<file path="config.mk">
export PLATFORM = sky130hd
export DESIGN_NAME = dm_icb_initiator
export DESIGN_NICKNAME = d
export VERILOG_FILES = /design/src/rtl/dm_icb_pkg.sv /design/src/rtl/dm_icb_initiator.sv
export SDC_FILE = /design/constraint.sdc
export NUM_CORES = 1
export LEC_CHECK = 0
export ABC_AREA = 0
export CAP_MARGIN = 20
export CORE_ASPECT_RATIO = 1.25
export CORE_MARGIN = 3
export CORE_UTILIZATION = 40
export DETAILED_ROUTE_END_ITERATION = 10
export MAX_ROUTING_LAYER = met4
export PLACE_DENSITY_LB_ADDON = 0.15
export REMOVE_ABC_BUFFERS = 1
export SLEW_MARGIN = 20
export SYNTH_ARGS = -nofsm -noshare
export SYNTH_HDL_FRONTEND = slang
export SYNTH_SLANG_ARGS = --single-unit
</file>
<file path="constraint.sdc">
create_clock -name clk -period 4.95 [get_ports clk]
set_input_delay 0.99 -clock clk [delete_from_list [all_inputs] [get_ports clk]]
set_output_delay 0.99 -clock clk [all_outputs]
set_load 0.05 [all_outputs]
</file>
<file path="src/rtl/dm_icb_pkg.sv">
// Shared types and constants for the hart-side ICB initiator that talks to the
// debug module's i_icb_* target port.
package dm_icb_pkg;

  localparam int DEF_AW = 12;
  localparam int DEF_DW = 32;

  // Debug module address windows as seen on the ICB target port.
  localparam logic [11:0] DM_RAM_BASE = 12'h400;
  localparam logic [11:0] DM_RAM_LAST = 12'h43F;
  localparam logic [11:0] DM_ROM_BASE = 12'h800;
  localparam logic [11:0] DM_ROM_LAST = 12'h8FF;

  localparam logic [1:0] ERR_OK    = 2'b00;
  localparam logic [1:0] ERR_TMO   = 2'b01;
  localparam logic [1:0] ERR_ALIGN = 2'b10;

  typedef enum logic [1:0] {
    ST_IDLE,
    ST_CMD,
    ST_WAIT,
    ST_DONE
  } state_t;

endpackage

</file>
<file path="src/rtl/dm_icb_initiator.sv">
// Single-outstanding ICB initiator: turns one host request into one ICB command,
// waits (bounded by a timeout) for the response and hands rdata/status back.
module dm_icb_initiator
  import dm_icb_pkg::*;
#(
  parameter int AW          = DEF_AW,
  parameter int DW          = DEF_DW,
  parameter int TIMEOUT_CYC = 256
) (
  input  logic          clk,
  input  logic          rst_n,
  input  logic          host_req_valid,
  output logic          host_req_ready,
  input  logic [AW-1:0] host_req_addr,
  input  logic          host_req_read,
  input  logic [DW-1:0] host_req_wdata,
  output logic          host_rsp_valid,
  input  logic          host_rsp_ready,
  output logic [DW-1:0] host_rsp_rdata,
  output logic [1:0]    host_rsp_err,
  output logic          i_icb_cmd_valid,
  input  logic          i_icb_cmd_ready,
  output logic [AW-1:0] i_icb_cmd_addr,
  output logic          i_icb_cmd_read,
  output logic [DW-1:0] i_icb_cmd_wdata,
  input  logic          i_icb_rsp_valid,
  output logic          i_icb_rsp_ready,
  input  logic [DW-1:0] i_icb_rsp_rdata,
  output logic          o_stray
);

  localparam int             CW       = $clog2(TIMEOUT_CYC) + 1;
  localparam logic [CW-1:0]  CNT_LAST = CW'(TIMEOUT_CYC - 1);
  localparam logic [CW-1:0]  CNT_MAX  = '1;

  state_t        state, state_nxt;
  logic [AW-1:0] addr_q;
  logic          read_q;
  logic [DW-1:0] wdata_q;
  logic [DW-1:0] rdata_q;
  logic [1:0]    err_q;
  logic [CW-1:0] cnt;
  logic          stray_q;
  logic          misaligned;
  logic          timed_out;

  assign misaligned = (host_req_addr[1:0] != 2'b00);
  // >= rather than == so a handshake on the very last CMD cycle still times out in WAIT.
  assign timed_out  = (cnt >= CNT_LAST);

  assign i_icb_cmd_addr  = addr_q;
  assign i_icb_cmd_read  = read_q;
  assign i_icb_cmd_wdata = wdata_q;
  assign host_rsp_rdata  = rdata_q;
  assign host_rsp_err    = err_q;
  assign o_stray         = stray_q;

  always_ff @(posedge clk or negedge rst_n) begin
    if (!rst_n) state <= ST_IDLE;
    else        state <= state_nxt;
  end

  always_comb begin
    state_nxt       = state;
    host_req_ready  = 1'b0;
    host_rsp_valid  = 1'b0;
    i_icb_cmd_valid = 1'b0;
    i_icb_rsp_ready = 1'b0;
    case (state)
      ST_IDLE: begin
        host_req_ready  = 1'b1;
        i_icb_rsp_ready = 1'b1;
        if (host_req_valid) state_nxt = misaligned ? ST_DONE : ST_CMD;
      end
      ST_CMD: begin
        i_icb_cmd_valid = 1'b1;
        if (i_icb_cmd_ready) state_nxt = ST_WAIT;
        else if (timed_out)  state_nxt = ST_DONE;
      end
      ST_WAIT: begin
        i_icb_rsp_ready = 1'b1;
        if (i_icb_rsp_valid || timed_out) state_nxt = ST_DONE;
      end
      ST_DONE: begin
        host_rsp_valid = 1'b1;
        if (host_rsp_ready) state_nxt = ST_IDLE;
      end
      default: state_nxt = ST_IDLE;
    endcase
  end

  // Request latches, saturating timeout counter and the result registers.
  always_ff @(posedge clk or negedge rst_n) begin
    if (!rst_n) begin
      addr_q  <= '0;
      read_q  <= 1'b0;
      wdata_q <= '0;
      rdata_q <= '0;
      err_q   <= ERR_OK;
      cnt     <= '0;
    end else begin
      case (state)
        ST_IDLE: begin
          if (host_req_valid) begin
            addr_q  <= host_req_addr;
            read_q  <= host_req_read;
            wdata_q <= host_req_wdata;
            cnt     <= '0;
            if (misaligned) begin
              err_q   <= ERR_ALIGN;
              rdata_q <= '0;
            end
          end
        end
        ST_CMD: begin
          if (cnt != CNT_MAX) cnt <= cnt + CW'(1);
          if (!i_icb_cmd_ready && timed_out) begin
            err_q   <= ERR_TMO;
            rdata_q <= '0;
          end
        end
        ST_WAIT: begin
          if (cnt != CNT_MAX) cnt <= cnt + CW'(1);
          if (i_icb_rsp_valid) begin
            rdata_q <= i_icb_rsp_rdata;
            err_q   <= ERR_OK;
          end else if (timed_out) begin
            err_q   <= ERR_TMO;
            rdata_q <= '0;
          end
        end
        default: ;
      endcase
    end
  end

  always_ff @(posedge clk or negedge rst_n) begin
    if (!rst_n)                                    stray_q <= 1'b0;
    else if (i_icb_rsp_valid && state != ST_WAIT)  stray_q <= 1'b1;
  end

endmodule
</file>
==> impl_metrics.env, run 1 <==
export IMPL_cts_sinks=91
export IMPL_worstReg2RegEnd="host_rsp_rdata[25]$_DFFE_PN0P_"
export IMPL_avgRoutedWirePerCell_um=16.6
export IMPL_die_area_um2=11200
export IMPL_yosysMostFrequentCell="dfrtp_1"
export IMPL_synth_area_leaders="dfrtp_1, mux2_2, mux2_1, and3_1, ha_1"
export IMPL_num_fill_cells=798
export IMPL_fin_crit_ps=3290
export IMPL_core_area_um2=9660
export IMPL_rrSetupSlack_ps=2470
export IMPL_rr_startpoint="cnt[0]$_DFFE_PN0P_"
export IMPL_clk_pin_slew_ps=60
export IMPL_worstPathCellList="inv_1, ha_1, buf_4, or2_2, clkdlybuf4s50_1"
export IMPL_ys_seq_area_frac=0.572
export IMPL_placement_io_buffers=166
export IMPL_hpwl_mm=7.15
export IMPL_grt_pass1_vias=3113
export IMPL_drtPass1Iterations=4
export IMPL_timing_critical_path_from="state[0]$_DFFE_PN0P_"
export IMPL_vdd_ir_drop_worst_mv=0.339
export IMPL_slowest_stage="clkdlybuf4s50_1"
export IMPL_setup_tns_ps=0
export IMPL_antenna_found_initial=0
export IMPL_cp_buffers_inverters=3
export IMPL_insertedDiodeCount=0
export IMPL_p_per_area_nw_per_um2=766
export IMPL_cap_viol_max_count=0
export IMPL_grt_overflow_total=0
export IMPL_ant_nets=0
export IMPL_numCtsBuffers=9
export IMPL_worst_ep_required_time_ps=3960
export IMPL_nets=550
export IMPL_ff_latch_area_um2=2280
export IMPL_grt_setup_unrepaired="no"
export IMPL_use_met3=0.0646
export IMPL_grt_pass1_wl_mm=15.9
export IMPL_slew_headroom=0.572
export IMPL_die_x_um=95.3
export IMPL_place_worst_setup_slack_ps=1760
export IMPL_busiest_layer="met2"
export IMPL_htreeDepth=3
export IMPL_tritoncts="done"
export IMPL_slowest_delay_ps=700
export IMPL_io_pin_count=167
export IMPL_vias=2910
export IMPL_status="finished, final reports clean"
export IMPL_async_flop_share=1.00
export IMPL_place_gp_congestion=0.762
export IMPL_hold_buffers=0
export IMPL_fmax_mhz=304
export IMPL_finalHoldViolations=0
export IMPL_synth_top_area_share=0.572
export IMPL_cts_buffer_depth=2
export IMPL_avgSynthCellArea_um2=13.4
export IMPL_multi_input_area_um2=1580
export IMPL_total_power_w=0.00459
export IMPL_finClkSkew_ps=4.57
export IMPL_synth_edff_count=0
export IMPL_p_leak_nw=2.70
export IMPL_netlist_area_um2=3980
export IMPL_wirelength_mm=9.79
export IMPL_critical_path_class="reg2out"
export IMPL_synth_ff_type="dfrtp_1"
export IMPL_syn_instance_count=297
export IMPL_start_util=0.412
export IMPL_use_met2=0.304
export IMPL_yosys_area_top_type="dfrtp_1"
export IMPL_post_cts_resized=0
export IMPL_path_delay_family="buffers and inverters"
export IMPL_ff2ff_path_depth=9
export IMPL_slew_viol_final=0
export IMPL_route_detailed_drc=0
export IMPL_worst_pin_slew_ps=642
export IMPL_ctsRootBufferMaster="clkbuf_16"
export IMPL_vias_per_cell=4.93
export IMPL_placed_area_um2=5730
export IMPL_crit_cells=5
export IMPL_first_iter_violations=100
export IMPL_critPathLaunchType="register"
export IMPL_grt_max_degree=48
export IMPL_ys_seq_elements=91
export IMPL_insertion_delay_ps=330
export IMPL_design_area_um2=6000
export IMPL_rows=40
export IMPL_fin_crit_sh=0.664
export IMPL_post_cts_setup_buffers=0
export IMPL_worst_hold_path_type="reg2reg"
export IMPL_crit_path_end="i_icb_rsp_ready"
export IMPL_groute_usage_overall=0.188
export IMPL_netlist_cell_type_count=42
export IMPL_end_kind="primary output"
export IMPL_setup_violations=0
export IMPL_drive_gt1_frac=0.147
export IMPL_area_delta_synth_final_pct=50.6
export IMPL_synth_common_cells="dfrtp_1, mux2_2, mux2_1, and3_1, nand2_1"
export IMPL_timing_hold_ws_ps=461
export IMPL_use_met1=0.218
export IMPL_crit_arrival_ps=2300
export IMPL_die_h_um=118
export IMPL_cp_max_fo=35
export IMPL_worst_slack_ps=1660
export IMPL_holdPathStages=1
export IMPL_ys_warn_count=0
[sequential cells by signal, indices dropped and copies added (netlist names)]
signal	count
o_stray	1
i_icb_cmd_wdata	32
i_icb_cmd_read	1
cnt	9
host_rsp_rdata	32
i_icb_cmd_addr	12
state	2
host_rsp_err	2
[worst register-to-register path, stage by stage, from the launching register on]
cell	delay (ps)
dfrtp_1	420
ha_1	200
nand2_1	90
nor3_1	320
ha_1	230
nor2_1	70
o31ai_4	90
o21a_1	180
buf_4	380
mux2_1	400
[cell usage in the layout (no fill, tap or decap), types with 2 or more instances in the layout]
master             n
clkdlybuf4s50_1  165
o211ai_1           2
mux2_2            45
nor2b_1            3
clkbuf_1           3
inv_1              8
ha_1               7
and3_1            32
nor3_1             2
buf_4              5
o21ai_0            4
nand2_1           10
nor4_1             2
clkbuf_16          9
o31ai_1            2
mux2_1            33
xnor2_1            5
dfrtp_1           91
nor2_1             9
[stage by stage]
step,util,instances
final,0.621,590
after global routing,0.621,590
after CTS,0.620,590
after detailed placement,0.593,575
after global placement,0.593,575
after floorplan,-,279
[where the power goes]
group / total [W] / switching, W / internal (W)
logic: 0.00273 / 0.00173 / 0.000996
clock network: 0.000614 / 0.000264 / 0.000351
registers: 0.00125 / 0.000178 / 0.00107
total: 0.00459 / 0.00217 / 0.00242
[layer usage]
metal / vias up / wire length, um / part of all wire
li1: 1364 / - / -
met1: 1437 / 3980 / 0.41
met2: 100 / 4890 / 0.50
met3: 9 / 820 / 0.084
met4: 0 / 99 / 0.010
met5: - / 0 / 0
[how the worst min path moves through the flow]
stage                                    from             endpoint  slack, ps
after floorplan            cnt[8]$_DFFE_PN0P_   cnt[8]$_DFFE_PN0P_        500
after global placement    o_stray$_DFFE_PN0P_  o_stray$_DFFE_PN0P_        440
after detailed placement  o_stray$_DFFE_PN0P_  o_stray$_DFFE_PN0P_        450
after CTS                 o_stray$_DFFE_PN0P_  o_stray$_DFFE_PN0P_        470
after global routing      o_stray$_DFFE_PN0P_  o_stray$_DFFE_PN0P_        480
final                     o_stray$_DFFE_PN0P_  o_stray$_DFFE_PN0P_        460
[logic make-up after synthesis]
group	share of synthesized area
multiplexers	0.226
AND/OR/NAND/NOR	0.0967
buffers and inverters	0.0333
adder cells (fa/ha/maj)	0.0220
AO/OA/AOI/OAI	0.0389
XOR/XNOR	0.0110
flip-flops	0.572
[cell type report]
type,count,area share
flip-flops and latches,91,0.380
repair buffers,170,0.282
multi-input cells,180,0.264
clock buffers,13,0.0417
well taps,126,0.0263
inverters,8,0.00501
clock inverters,2,0.00209
Note: power is estimated with default switching activity, not from simulation.
==> inputs of run 2 (changes only) <==
Clock period 4.95 ns to 3.2 ns, I/O delays scaled along.
==> run 2 against run 1 <==
  * Combinational power grew 56%
  * Cell count grew 0.68%
  * Critical endpoint is now host_req_ready
  * Sequential power grew 54%
  * Via count grew 1.1%
  * Clock power grew 120%
  * Clock-buffer cell count shrank 4
  * Worst hold slack lost 210 ps
  * Register-to-register slack lost 1500 ps
  * Non-clock buffer count grew 3
==> impl_metrics.env, run 2 (synthesis gave the netlist of run 1 again) <==
export IMPL_place_gp_congestion=0.795
export IMPL_cts_buffer_depth=2
export IMPL_rr_startpoint="cnt[0]$_DFFE_PN0P_"
export IMPL_post_cts_resized=0
export IMPL_rrSetupSlack_ps=930
export IMPL_nets=553
export IMPL_grt_pass1_wl_mm=16.0
export IMPL_die_x_um=95.3
export IMPL_final_cells=594
export IMPL_cts_sinks=91
export IMPL_ff2ff_path_depth=9
export IMPL_switching_power_w=0.00340
export IMPL_grt_setup_unrepaired="no"
export IMPL_switching_share=0.450
export IMPL_area_delta_synth_final_pct=54.7
export IMPL_p_int_w=0.00416
export IMPL_vias=2942
export IMPL_finalHoldViolations=0
export IMPL_cp_max_fo=9
export IMPL_worstReg2RegEnd="host_rsp_rdata[18]$_DFFE_PN0P_"
export IMPL_p_clk_frac=0.179
export IMPL_ant_nets=0
export IMPL_final_common_cell="clkdlybuf4s50_1"
export IMPL_fin_crit_sh=0.882
export IMPL_die_h_um=118
export IMPL_start_util=0.412
export IMPL_hold_buffers=0
export IMPL_slew_viol_final=0
export IMPL_status="finished, final reports clean"
export IMPL_drive_gt1_frac=0.162
export IMPL_grt_max_degree=41
export IMPL_worst_hold_path_type="in2async"
export IMPL_hpwl_mm=7.29
export IMPL_cap_viol_max_count=0
export IMPL_core_area_um2=9660
export IMPL_grt_overflow_total=0
export IMPL_rows=40
export IMPL_drtPass1Iterations=4
export IMPL_vias_per_cell=4.95
export IMPL_insertedDiodeCount=0
export IMPL_setup_tns_ps=0
export IMPL_fin_crit_ps=2820
export IMPL_end_kind="primary output"
export IMPL_worst_pin_slew_ps=548
export IMPL_antenna_found_initial=0
export IMPL_worst_ep_required_time_ps=2560
export IMPL_vdd_ir_drop_worst_mv=0.760
export IMPL_route_detailed_drc=0
export IMPL_num_fill_cells=779
export IMPL_critPathLaunchType="register"
export IMPL_finClkSkew_ps=4.80
export IMPL_p_leak_nw=2.78
export IMPL_critical_path_class="reg2out"
export IMPL_setup_violations=0
export IMPL_fmax_mhz=354
export IMPL_layout_common_cells="clkdlybuf4s50_1, dfrtp_1, mux2_2"
export IMPL_avgRoutedWirePerCell_um=16.6
export IMPL_numCtsBuffers=9
export IMPL_io_pin_count=167
export IMPL_p_comb_frac=0.565
export IMPL_dp_cells=578
export IMPL_pwr_share_seq=0.256
export IMPL_slew_headroom=0.634
export IMPL_wirelength_mm=9.84
export IMPL_p_per_area_nw_per_um2=1230
export IMPL_htreeDepth=3
export IMPL_post_cts_setup_buffers=0
export IMPL_clk_pin_slew_ps=60
export IMPL_first_iter_violations=61
export IMPL_crit_arrival_ps=2180
export IMPL_ctsRootBufferMaster="clkbuf_16"
export IMPL_tritoncts="done"
export IMPL_grt_pass1_vias=3238
export IMPL_die_area_um2=11200
export IMPL_groute_usage_overall=0.188
export IMPL_placement_io_buffers=166
export IMPL_insertion_delay_ps=340
## run 2: cell count changes in the layout (fill, tap and decap cells not counted)
cell             delta
bufinv_16           +5
clkinv_4            +1
clkbuf_8            -1
clkinvlp_4          -1
buf_12              +2
buf_4               +2
nand2_4             -1
clkbuf_1            -3
nand2_2             +1
clkdlybuf4s50_1     -1
## run 2: stage by stage
stage | worst slack (ps) | power [W] | utilization | hold WS (ps) | area, um2
finish | 376 | 0.00755 | 0.638 | 254 | 6160
global route | 301 | 0.00792 | 0.638 | 284 | 6160
CTS | 370 | 0.00765 | 0.638 | 271 | 6160
detailed placement | 506 | 0.00626 | 0.598 | 445 | 5780
global placement | 568 | 0.00619 | 0.598 | 438 | 5780
floorplan | 373 | 0.00473 | - | 344 | 3880
## run 2: how the worst max path moves through the flow
stage / end / slack [ps] / startpoint / depth (start not counted)
after detailed placement: host_rsp_rdata[9]$_DFFE_PN0P_ / 510 / host_req_valid / 6
after global placement: host_rsp_rdata[25]$_DFFE_PN0P_ / 570 / host_req_valid / 6
final: host_req_ready / 380 / state[0]$_DFFE_PN0P_ / 3
after floorplan: cnt[2]$_DFFE_PN0P_ / 370 / state[0]$_DFFE_PN0P_ / 5
after CTS: host_req_ready / 370 / state[0]$_DFFE_PN0P_ / 3
after global routing: host_req_ready / 300 / state[0]$_DFFE_PN0P_ / 3
## run 2: power by group through the flow
stage	registers (W)	clock network [W]	logic, W
floorplan	0.00358	0	0.00115
global placement	0.00192	0	0.00427
detailed placement	0.00195	0	0.00431
CTS	0.00194	0.00139	0.00433
global route	0.00201	0.00143	0.00448
finish	0.00193	0.00135	0.00427
## run 2: final cells by class
type,instances,area [um2],area share
Multi-Input combinational cell,180,1580,0.256
Timing Repair Buffer,173,1730,0.281
Tap cell,126,158,0.0256
Clock inverter,7,164,0.0266
Inverter,8,30.0,0.00487
Sequential cell,91,2280,0.369
Clock buffer,9,225,0.0365
## run 2: worst max-delay path: stages, from the launching register on
cell	delay [ps]
dfrtp_1	430
inv_1	110
ha_1	420
clkdlybuf4s50_1	890
## run 2: metal layers
metal	track usage	wire, um	vias up
met4	0.0650	153	0
li1	-	-	1381
met3	0.0556	734	10
met5	-	0	-
met1	0.206	3840	1445
met2	0.321	5120	106
